===== src/rtl/seg_pkg.sv =====
`default_nettype none
// +----------------------------------------------------------------------+
// | seg_pkg : shared widths, code type and digit-code constants for the  |
// |           seven-segment scan controller.                             |
// | Rev 1.0                                                              |
// +----------------------------------------------------------------------+
package seg_pkg;

  localparam int DIGITS = 8;
  localparam int CODE_W = 6;
  localparam int IDX_W  = 3;

  typedef logic [CODE_W-1:0] seg_code_t;
  typedef logic [IDX_W-1:0]  seg_idx_t;

  localparam seg_code_t dis0  = 6'd0;
  localparam seg_code_t dis1  = 6'd1;
  localparam seg_code_t dis2  = 6'd2;
  localparam seg_code_t dis3  = 6'd3;
  localparam seg_code_t dis4  = 6'd4;
  localparam seg_code_t dis5  = 6'd5;
  localparam seg_code_t dis6  = 6'd6;
  localparam seg_code_t dis7  = 6'd7;
  localparam seg_code_t dis8  = 6'd8;
  localparam seg_code_t dis9  = 6'd9;
  localparam seg_code_t dis10 = 6'd10;
  localparam seg_code_t dis11 = 6'd11;
  localparam seg_code_t dis12 = 6'd12;
  localparam seg_code_t dis13 = 6'd13;
  localparam seg_code_t dis14 = 6'd14;
  localparam seg_code_t dis15 = 6'd15;
  localparam seg_code_t dis16 = 6'd16;
  localparam seg_code_t dis17 = 6'd17;
  localparam seg_code_t dis18 = 6'd18;
  localparam seg_code_t dis19 = 6'd19;
  localparam seg_code_t dis20 = 6'd20;
  localparam seg_code_t dis21 = 6'd21;
  localparam seg_code_t dis22 = 6'd22;
  localparam seg_code_t dis23 = 6'd23;

  function automatic logic [DIGITS-1:0] digit_onehot(input seg_idx_t idx);
    digit_onehot      = '0;
    digit_onehot[idx] = 1'b1;
  endfunction

endpackage
`default_nettype wire


===== src/rtl/seg_scan_ctrl_if.sv =====
`default_nettype none
// +----------------------------------------------------------------------+
// | seg_scan_ctrl_if : frame-write, commit and display signals of the    |
// |                    scan controller.                                  |
// | Rev 1.0                                                              |
// +----------------------------------------------------------------------+
interface seg_scan_ctrl_if;
  import seg_pkg::*;

  logic              wr_en;
  seg_idx_t          wr_addr;
  seg_code_t         wr_data;
  logic              commit;
  logic [DIGITS-1:0] digit_en;
  logic              busy;
  logic              commit_done;
  logic [DIGITS-1:0] choose;
  seg_code_t         display_data;

  modport master (
    output wr_en, wr_addr, wr_data, commit, digit_en,
    input  busy, commit_done, choose, display_data
  );

  modport slave (
    input  wr_en, wr_addr, wr_data, commit, digit_en,
    output busy, commit_done, choose, display_data
  );

endinterface
`default_nettype wire


===== src/rtl/seg_scan_div.sv =====
`default_nettype none
// +----------------------------------------------------------------------+
// | seg_scan_div : slot divider and digit index counter; flags the last  |
// |                cycle of every frame.                                 |
// | Rev 1.0                                                              |
// +----------------------------------------------------------------------+
module seg_scan_div
  import seg_pkg::*;
#(
  parameter int SCAN_DIV = 100000,
  parameter int DIV_W    = (SCAN_DIV > 1) ? $clog2(SCAN_DIV) : 1
) (
  input  wire logic             clk,
  input  wire logic             rst_n,
  output      seg_idx_t         idx,
  output      logic [DIV_W-1:0] div,
  output      logic             frame_end
);

  localparam logic [DIV_W-1:0] c_div_last = DIV_W'(SCAN_DIV - 1);
  localparam seg_idx_t         c_idx_last = IDX_W'(DIGITS - 1);

  logic [DIV_W-1:0] r_div;
  seg_idx_t         r_idx;
  logic             w_slot_end;

  assign w_slot_end = (r_div == c_div_last);

  // The index is exactly IDX_W bits wide, so 7 -> 0 wraps by overflow.
  always_ff @(posedge clk or negedge rst_n) begin
    if (!rst_n) begin
      r_div <= '0;
      r_idx <= '0;
    end else if (w_slot_end) begin
      r_div <= '0;
      r_idx <= r_idx + 1'b1;
    end else begin
      r_div <= r_div + 1'b1;
    end
  end

  assign idx       = r_idx;
  assign div       = r_div;
  assign frame_end = w_slot_end && (r_idx == c_idx_last);

endmodule
`default_nettype wire


===== src/rtl/seg_scan_ctrl.sv =====
`default_nettype none
// +----------------------------------------------------------------------+
// | seg_scan_ctrl : double-buffered eight-digit scan controller.         |
// |                 Define SEG_SCAN_BLANK_EN for a per-slot guard blank. |
// | Rev 1.0                                                              |
// +----------------------------------------------------------------------+
module seg_scan_ctrl
  import seg_pkg::*;
#(
  parameter int SCAN_DIV     = 100000,
  parameter int BLANK_CYCLES = 1000
) (
  input  wire logic       clk,
  input  wire logic       rst_n,
  seg_scan_ctrl_if.slave  bus
);

  localparam int DIV_W = (SCAN_DIV > 1) ? $clog2(SCAN_DIV) : 1;

  seg_idx_t          w_idx;
  logic [DIV_W-1:0]  w_div;
  logic              w_frame_end;
  logic              w_copy;
  logic              w_guard;
  logic [DIGITS-1:0] w_choose_next;

  seg_code_t         r_shadow [DIGITS];
  seg_code_t         r_active [DIGITS];
  logic              r_pending;
  logic              r_commit_done;
  logic [DIGITS-1:0] r_choose;
  seg_code_t         r_display_data;

  seg_scan_div #(
    .SCAN_DIV (SCAN_DIV),
    .DIV_W    (DIV_W)
  ) u_div (
    .clk       (clk),
    .rst_n     (rst_n),
    .idx       (w_idx),
    .div       (w_div),
    .frame_end (w_frame_end)
  );

`ifdef SEG_SCAN_BLANK_EN
  localparam logic [DIV_W-1:0] c_blank = DIV_W'(BLANK_CYCLES);
  assign w_guard = (w_div < c_blank);
`else
  logic w_unused_div;
  assign w_unused_div = ^{w_div, BLANK_CYCLES[0]};
  assign w_guard      = 1'b0;
`endif

  // A commit arriving on the boundary cycle itself is honoured immediately.
  assign w_copy = w_frame_end && (r_pending || bus.commit);

  always_comb begin
    w_choose_next = '0;
    if (bus.digit_en[w_idx] && !w_guard) begin
      w_choose_next = digit_onehot(w_idx);
    end
  end

  // Non-blocking copy means a same-cycle write is not seen by the active frame.
  always_ff @(posedge clk or negedge rst_n) begin
    if (!rst_n) begin
      r_shadow <= '{default: '0};
      r_active <= '{default: '0};
    end else begin
      if (bus.wr_en) begin
        r_shadow[bus.wr_addr] <= bus.wr_data;
      end
      if (w_copy) begin
        r_active <= r_shadow;
      end
    end
  end

  always_ff @(posedge clk or negedge rst_n) begin
    if (!rst_n) begin
      r_pending      <= 1'b0;
      r_commit_done  <= 1'b0;
      r_choose       <= '0;
      r_display_data <= '0;
    end else begin
      r_pending      <= w_copy ? 1'b0 : (r_pending || bus.commit);
      r_commit_done  <= w_copy;
      r_choose       <= w_choose_next;
      r_display_data <= r_active[w_idx];
    end
  end

  assign bus.busy         = r_pending;
  assign bus.commit_done  = r_commit_done;
  assign bus.choose       = r_choose;
  assign bus.display_data = r_display_data;

endmodule
`default_nettype wire


===== src/flat_wrapper.sv =====
// flat-port wrapper written by rule: the top's interface ports become plain ports
module seg_scan_ctrl_flat import seg_pkg::*;
#(
  parameter int SCAN_DIV     = 100000,
  parameter int BLANK_CYCLES = 1000
)
  (clk, rst_n, bus_wr_en, bus_wr_addr, bus_wr_data, bus_commit, bus_digit_en, bus_busy, bus_commit_done, bus_choose, bus_display_data);
  seg_scan_ctrl_if bus_i ();
  input  wire logic clk;
  input  wire logic rst_n;
  input wire logic [$bits(bus_i.wr_en)-1:0] bus_wr_en;
  input wire logic [$bits(bus_i.wr_addr)-1:0] bus_wr_addr;
  input wire logic [$bits(bus_i.wr_data)-1:0] bus_wr_data;
  input wire logic [$bits(bus_i.commit)-1:0] bus_commit;
  input wire logic [$bits(bus_i.digit_en)-1:0] bus_digit_en;
  output wire logic [$bits(bus_i.busy)-1:0] bus_busy;
  output wire logic [$bits(bus_i.commit_done)-1:0] bus_commit_done;
  output wire logic [$bits(bus_i.choose)-1:0] bus_choose;
  output wire logic [$bits(bus_i.display_data)-1:0] bus_display_data;
  assign bus_i.wr_en = bus_wr_en;
  assign bus_i.wr_addr = bus_wr_addr;
  assign bus_i.wr_data = bus_wr_data;
  assign bus_i.commit = bus_commit;
  assign bus_i.digit_en = bus_digit_en;
  assign bus_busy = bus_i.busy;
  assign bus_commit_done = bus_i.commit_done;
  assign bus_choose = bus_i.choose;
  assign bus_display_data = bus_i.display_data;
  seg_scan_ctrl #(.SCAN_DIV(SCAN_DIV), .BLANK_CYCLES(BLANK_CYCLES)) u_core (.clk(clk), .rst_n(rst_n), .bus(bus_i));
endmodule

===== config.mk =====
export PLATFORM = sky130hd
export DESIGN_NAME = seg_scan_ctrl_flat
export DESIGN_NICKNAME = d
export VERILOG_FILES = /design/src/rtl/seg_pkg.sv /design/src/rtl/seg_scan_ctrl_if.sv /design/src/rtl/seg_scan_div.sv /design/src/rtl/seg_scan_ctrl.sv /design/src/flat_wrapper.sv
export SDC_FILE = /design/constraint.sdc
export NUM_CORES = 1
export LEC_CHECK = 0
export CAP_MARGIN = 30
export CELL_PAD_IN_SITES_DETAIL_PLACEMENT = 0
export CELL_PAD_IN_SITES_GLOBAL_PLACEMENT = 2
export CORE_MARGIN = 2
export CORE_UTILIZATION = 39
export CTS_CLUSTER_SIZE = 24
export DETAILED_ROUTE_END_ITERATION = 10
export GPL_TIMING_DRIVEN = 0
export PLACE_DENSITY_LB_ADDON = 0.1
export SETUP_SLACK_MARGIN = 0.5
export SYNTH_ARGS = -nofsm -noshare
export SYNTH_HDL_FRONTEND = slang
export SYNTH_SLANG_ARGS = --single-unit

===== constraint.sdc =====
create_clock -name clk -period 2.17 [get_ports clk]
set_input_delay 0.5425 -clock clk [delete_from_list [all_inputs] [get_ports clk]]
set_output_delay 0.5425 -clock clk [all_outputs]
set_load 0.05 [all_outputs]

==> results.md, run 1 <==
- Relative slew slack: 63.1%
- CTS H-tree lvls: 4
- TritonCTS Buffers: 17
- Largest family of logic cells by synthesized area: multiplexers
- Clock Latency Late Sink: 0.42 ns
- Post-synthesis mux area share: 26.0%
- Clock group share of total power: 48.6%
- # IOs: 37
- Crit path time final: 2.32 ns
- Slowest stage delay, CP: 0.56 ns
- Design Power: 6040 uW
- LEAKAGE: 0.00332 uW
- Total GRT Usage: 18.0%
- Buffers added on ports: 33
- Tcrit/Tclk final: 107%
- DR vias/cell: 5.17
- Worst Tran Pin Value: 0.554 ns
- Initial antenna violation count: 0
- Hold_buf cts: 0
- Syn Inst Count: 367
- Accumulated negative setup slack: -5.58 ns
- Mapped cell area: 0.00555 sq mm
- DRC violations left: 0
- Nets: 478
- CP Capture Type: flop
- Post-Synth XOR/XNOR Area: 2.52%
- # rows: 43
- RSZ-0062 raised after global routing: yes
- TritonCTS Sinks: 132
- Critical Path AT: 2.62 ns
- Sequential power share: 45.6%
- Final Hold Viols: 0
- Die H: 123 um
- Most frequent cells in the layout: dfrtp_1 (130), mux2_2 (75), mux2_4 (30)
- Final ANT Viol Nets: 0
- Ys async rst share: 100%
- FF+latch count, synth: 132
- Worst setup path class: flop to flop
- Most common cell after layout, fill and taps aside: dfrtp_1
- Core area: 0.0139 sq mm
- Antenna Diode Count: 0
- Worst-path clk slew: 0.06 ns
- Number of library cell types mapped by synthesis: 42
- Syn_area_per_cell: 15.1 sq um
- Max frequency: 0.432 GHz
- Crit-path cells: or4bb_4, nor4_4, and3b_2, buf_12, clkbuf_16, mux2_4
- Post-Syn Nets: 391
- Post-synthesis simple-gate area fraction: 7.73%
- VDD IR max: 0.000561 V
- Gr ovfl total: 0
- Max-Cap Viols: 0
- Share of layout cells above drive strength 1: 50.1%
- Area contributors post-synth: dfrtp_1 (59%), mux2_2 (17%), mux2_4 (5.4%)
- Post-synth EDFFs: 0
- Top_reg_cell synth: dfrtp_1
- P_sw: 1310 uW
- Die area: 0.0152 sq mm
- Internal power: 4730 uW
- Yosys top cell by area: dfrtp_1
- Sw Ratio: 21.7%
- Pin count of the biggest net entering global routing: 90
- CTS tree: yes
- Compound-Gate Fraction of Synth Area: 1.28%
- Placer Congestion: 0.762
- Fin Hold WS: 0.0430 ns
- Worst Hold Class: input port to asynchronous set/reset pin
- Max-slew violation count: 0
- Max Fanout on Critical Path: 7
- Synth top area share: 59.5%
- Non-Filler Instances: 647
- Root cell of the clock tree: clkbuf_16
- Outcome: finished, violations left
- Initial DRC Count: 187
- DR WL/cell: 19.2 um
- Seq/Total Area, Yosys: 59.5%
- Synth Area in Adders: 0.676%
- Setup violations, final: 48
- Comb pwr share: 5.7%
- Die X: 123 um
- Final WL: 12400 um
- Critical-path top delay cell: or4bb_4
- P per Cell Area: 826 mW/mm^2
- Crit start category: flop
- Hpwl dp: 7380 um
- Max Buffers Root-to-Sink: 2
- Clk_skew: 0.00683 ns
- Area grow syn2layout: 31.7%
- Routed via count: 3342
- Failing checks: setup timing
- First-pass GRT wire length: 19600 um
- Vias in the first global route: 3506
- Synth warnings: 0
- Worst r2r path cells: 6
- DRT Pass-1 Iters: 4
- Initial core utilization: 40.0%
- Post-route setup slack: -0.147 ns
- Placed insts: 581
- CP required: 2.47 ns
Yosys cell counts, types with 3 or more instances:
cell        n
dfrtp_1   132
mux2_2     85
mux2_4     20
nor2_1     16
xnor2_1    12
clkbuf_1   10
mux4_2      7
nand3_1     6
nand4_1     6
nor4_1      6
nand2_1     5
nor3_1      5
inv_1       4
nand4b_1    4
xor2_1      4
a21oi_1     3
and3_1      3
ha_1        3
mux2i_1     3
nor3b_1     3
area by class of cell:
type | instances | area, sq um
flip-flops and latches | 132 | 3310
plain buffers | 16 | 179
clock inverters | 12 | 155
multi-input cells | 214 | 2330
well taps | 180 | 225
fillers | 1195 | 6570
inverters | 5 | 20.0
repair buffers | 68 | 644
clock buffers | 20 | 457
metrics by stage:
step                area, sq um  worst slack [ns]  util [%]
detailed placement         6170            -0.386      44.5
global placement           6140             -4.68      44.3
global route               7310            -0.254      52.7
floorplan                  5590           -0.0656         -
CTS                        7170            -0.141      51.7
finish                     7310            -0.147      52.7
registers in the layout, summed over array words and instances (netlist names):
register / count
u_core.r_shadow: 48
u_core.bus.display_data: 6
u_core.r_active: 48
u_core.u_div.div: 17
u_core.bus.commit_done: 1
u_core.bus.busy: 1
u_core.u_div.idx: 3
u_core.bus.choose: 8
final timing paths:
| check | start | endpoint | slack [ns] |
|---|---|---|---|
| hold / removal | rst_n | u_core.u_div.div[11] | 0.04 |
| max in group asynchronous | rst_n | u_core.r_active[11] | 1.35 |
| setup reg to reg | u_core.u_div.div[6] | u_core.r_active[12] | -0.15 |
| min in group clk | u_core.r_shadow[45] | u_core.r_active[45] | 0.50 |
| setup / recovery | u_core.u_div.div[6] | u_core.r_active[12] | -0.15 |
| hold reg to reg | u_core.r_shadow[45] | u_core.r_active[45] | 0.50 |
timing repair:
item / in CTS / in global routing
resized for setup: 113 / 33
pin swaps: 8 / 9
buffers inserted: 23 / 8
setup endpoints to repair: 133 / 101
gates cloned: 1 / 2
critical path: cells and delay by family (launching register included):
kind | cells | cell delay (ns)
simple gates | 3 | 1.15
buf+inv | 2 | 0.34
mux | 1 | 0.29
flops | 1 | 0.40
cells by family (layout without fill, tap and decap cells):
family,after synthesis,count (layout)
buffers and inverters,21,121
XOR/XNOR,16,16
flip-flops,132,132
adder cells (fa/ha/maj),3,3
multiplexers,115,115
AND/OR/NAND/NOR,69,69
AO/OA/AOI/OAI,11,11
layer usage:
metal | GRT usage (%) | wire length [um] | up-vias
met5 | 0 | 0 | -
met4 | 8.59 | 208 | 0
met3 | 4.24 | 443 | 18
met2 | 27.0 | 5920 | 58
met1 | 24.7 | 5860 | 1752
li1 | - | - | 1514
power groups by stage:
stage	clock network, uW	logic [uW]	registers, uW
after floorplan	0	203	2770
after global placement	0	319	2790
after detailed placement	0	338	2800
after CTS	3000	355	2760
after global routing	3110	382	2780
final	2940	347	2760
Power figures use the tool's default switching activity.
==> run 2, diff against run 1 <==
- RECOVER_POWER: default -> 100
==> run 2 against run 1 <==
Net effect: the run still ends with setup timing left; worst hold slack gained 0.29 ns; critical path type unchanged; highest routed layer unchanged; clock skew up 0.0017 ns; clock power is essentially flat; critical path depth unchanged; largest power group unchanged; cell count unchanged.
==> results.md, run 2 (synthesized netlist as in run 1, its figures left out) <==
- Vias in the first global route: 3506
- CP Launch Point: u_core.u_div.div[6]
- Root cell of the clock tree: clkbuf_16
- Accumulated negative setup slack: -5.63 ns
- Max Buffers Root-to-Sink: 2
- RR Startpoint: u_core.u_div.div[6]
- Comb pwr share: 5.4%
- DRT Pass-1 Iters: 4
- P_sw: 1310 uW
- CTS tree: yes
- Worst Tran Pin Value: 1.14 ns
- Internal power: 4710 uW
- Outcome: finished, violations left
- Placed insts: 581
- Initial DRC Count: 241
- Worst r2r path cells: 6
- Buffers added on ports: 33
- Fin area: 0.00712 sq mm
- Initial core utilization: 40.0%
- Antenna Diode Count: 0
- RSZ-0062 raised after global routing: yes
- Most common cell after layout, fill and taps aside: dfrtp_1
- Final WL: 12600 um
- Hpwl dp: 7380 um
- Worst setup path class: flop to flop
- Crit start category: flop
- Non-Filler Instances: 647
- VDD IR max: 0.000566 V
- # IOs: 37
- CP Capture Type: flop
- Sequential power share: 45.8%
- Post-route setup slack: -0.148 ns
- Die H: 123 um
- Final ANT Viol Nets: 0
- CTS H-tree lvls: 4
- Gr ovfl total: 0
- Die X: 123 um
- LEAKAGE: 0.00315 uW
- Max-Cap Viols: 0
- Max frequency: 0.431 GHz
- Share of layout cells above drive strength 1: 41.8%
- Die area: 0.0152 sq mm
- DR vias/cell: 5.17
- Pin count of the biggest net entering global routing: 90
- Worst-path clk slew: 0.06 ns
- Reg-to-reg critical path endpoint: u_core.r_active[12]
- Worst Hold Class: input port to asynchronous set/reset pin
- Final Util: 51.3%
- Tcrit/Tclk final: 107%
- Relative slew slack: 24.3%
- Placer Congestion: 0.762
- DRC violations left: 0
- Failing checks: setup timing
- DR WL/cell: 19.5 um
- Critical Path AT: 2.63 ns
- Area grow syn2layout: 28.3%
- Sw Ratio: 21.8%
- Fin Hold WS: 0.328 ns
- Routed via count: 3346
- Clock group share of total power: 48.8%
- Clock Latency Late Sink: 0.42 ns
- Total GRT Usage: 18.0%
- Reg-to-reg setup timing slack: -0.15 ns
- First-pass GRT wire length: 19600 um
- Crit path time final: 2.32 ns
- CP required: 2.48 ns
- Nets: 478
- Max Fanout on Critical Path: 7
- Max-slew violation count: 0
- Clk_skew: 0.00848 ns
- Initial antenna violation count: 0
- TritonCTS Buffers: 17
- Cell Area, Placed: 0.00617 sq mm
- Most frequent cells in the layout: dfrtp_1 (130), mux2_2 (75), clkbuf_1 (37)
- # rows: 43
- TritonCTS Sinks: 132
- Setup violations, final: 48
- P per Cell Area: 846 mW/mm^2
- Core area: 0.0139 sq mm
- Final Hold Viols: 0
## run 2: cell count changes in the layout (fill, tap and decap cells not counted), sizes merged
cell / change
inv: +1
buf: -29
clkbuf: +31
clkinv: -1
dlymetal6s2s: -1
clkdlybuf4s15: -1
## run 2: cell type report
class                           instances  area (sq um)
Clock buffer                           20           457
Multi-Input combinational cell        214          2250
Fill cell                            1231          6760
Tap cell                              180           225
Inverter                                5          18.8
Timing Repair Buffer                   68           538
Clock inverter                         12           155
Buffer                                 16           174
Sequential cell                       132          3310
## run 2: timing repair
item,in CTS,in global routing
gates cloned,1,2
hold endpoints to repair,0,0
hold buffers,0,0
setup endpoints to repair,133,101
resized for setup,113,33
pin swaps,8,9
buffers inserted,23,8
## run 2: worst max path at each step
stage / end / slack [ns] / depth (start not counted)
floorplan: u_core.r_active[12] / -0.07 / 6
global placement: u_core.r_shadow[17] / -4.68 / 1
detailed placement: u_core.r_shadow[46] / -0.39 / 4
CTS: u_core.r_active[14] / -0.14 / 6
global route: u_core.r_active[28] / -0.25 / 7
finish: u_core.r_active[12] / -0.15 / 6
## run 2: metal layers
layer | up-vias | track usage [%] | wire length, um
met5 | - | 0 | 0
met4 | 0 | 8.59 | 220
met3 | 18 | 4.24 | 481
met2 | 58 | 27.0 | 5960
met1 | 1750 | 24.7 | 5940
li1 | 1520 | - | -
## run 2: power by group through the flow
stage	Sequential (uW)	Clock [uW]	Combinational [uW]
after floorplan	2770	0	203
after global placement	2790	0	319
after detailed placement	2800	0	338
after CTS	2760	3000	355
after global routing	2780	3110	361
final	2760	2940	325
## run 2: metrics by stage
| stage | total power (uW) | worst slack [ns] |
|---|---|---|
| 5_1_grt | 6250 | -0.254 |
| 3_3_place_gp | 3110 | -4.68 |
| 3_5_place_dp | 3130 | -0.386 |
| 2_1_floorplan | 2970 | -0.0656 |
| 4_1_cts | 6110 | -0.141 |
| 6_report | 6020 | -0.148 |
## run 2: critical path, stage by stage, from the launching register on
cell and delay [ns]:
dfrtp_1 0.41, or4bb_4 0.56, nor4_4 0.28, and3b_2 0.31
buf_12 0.17, clkbuf_16 0.17, mux2_4 0.29
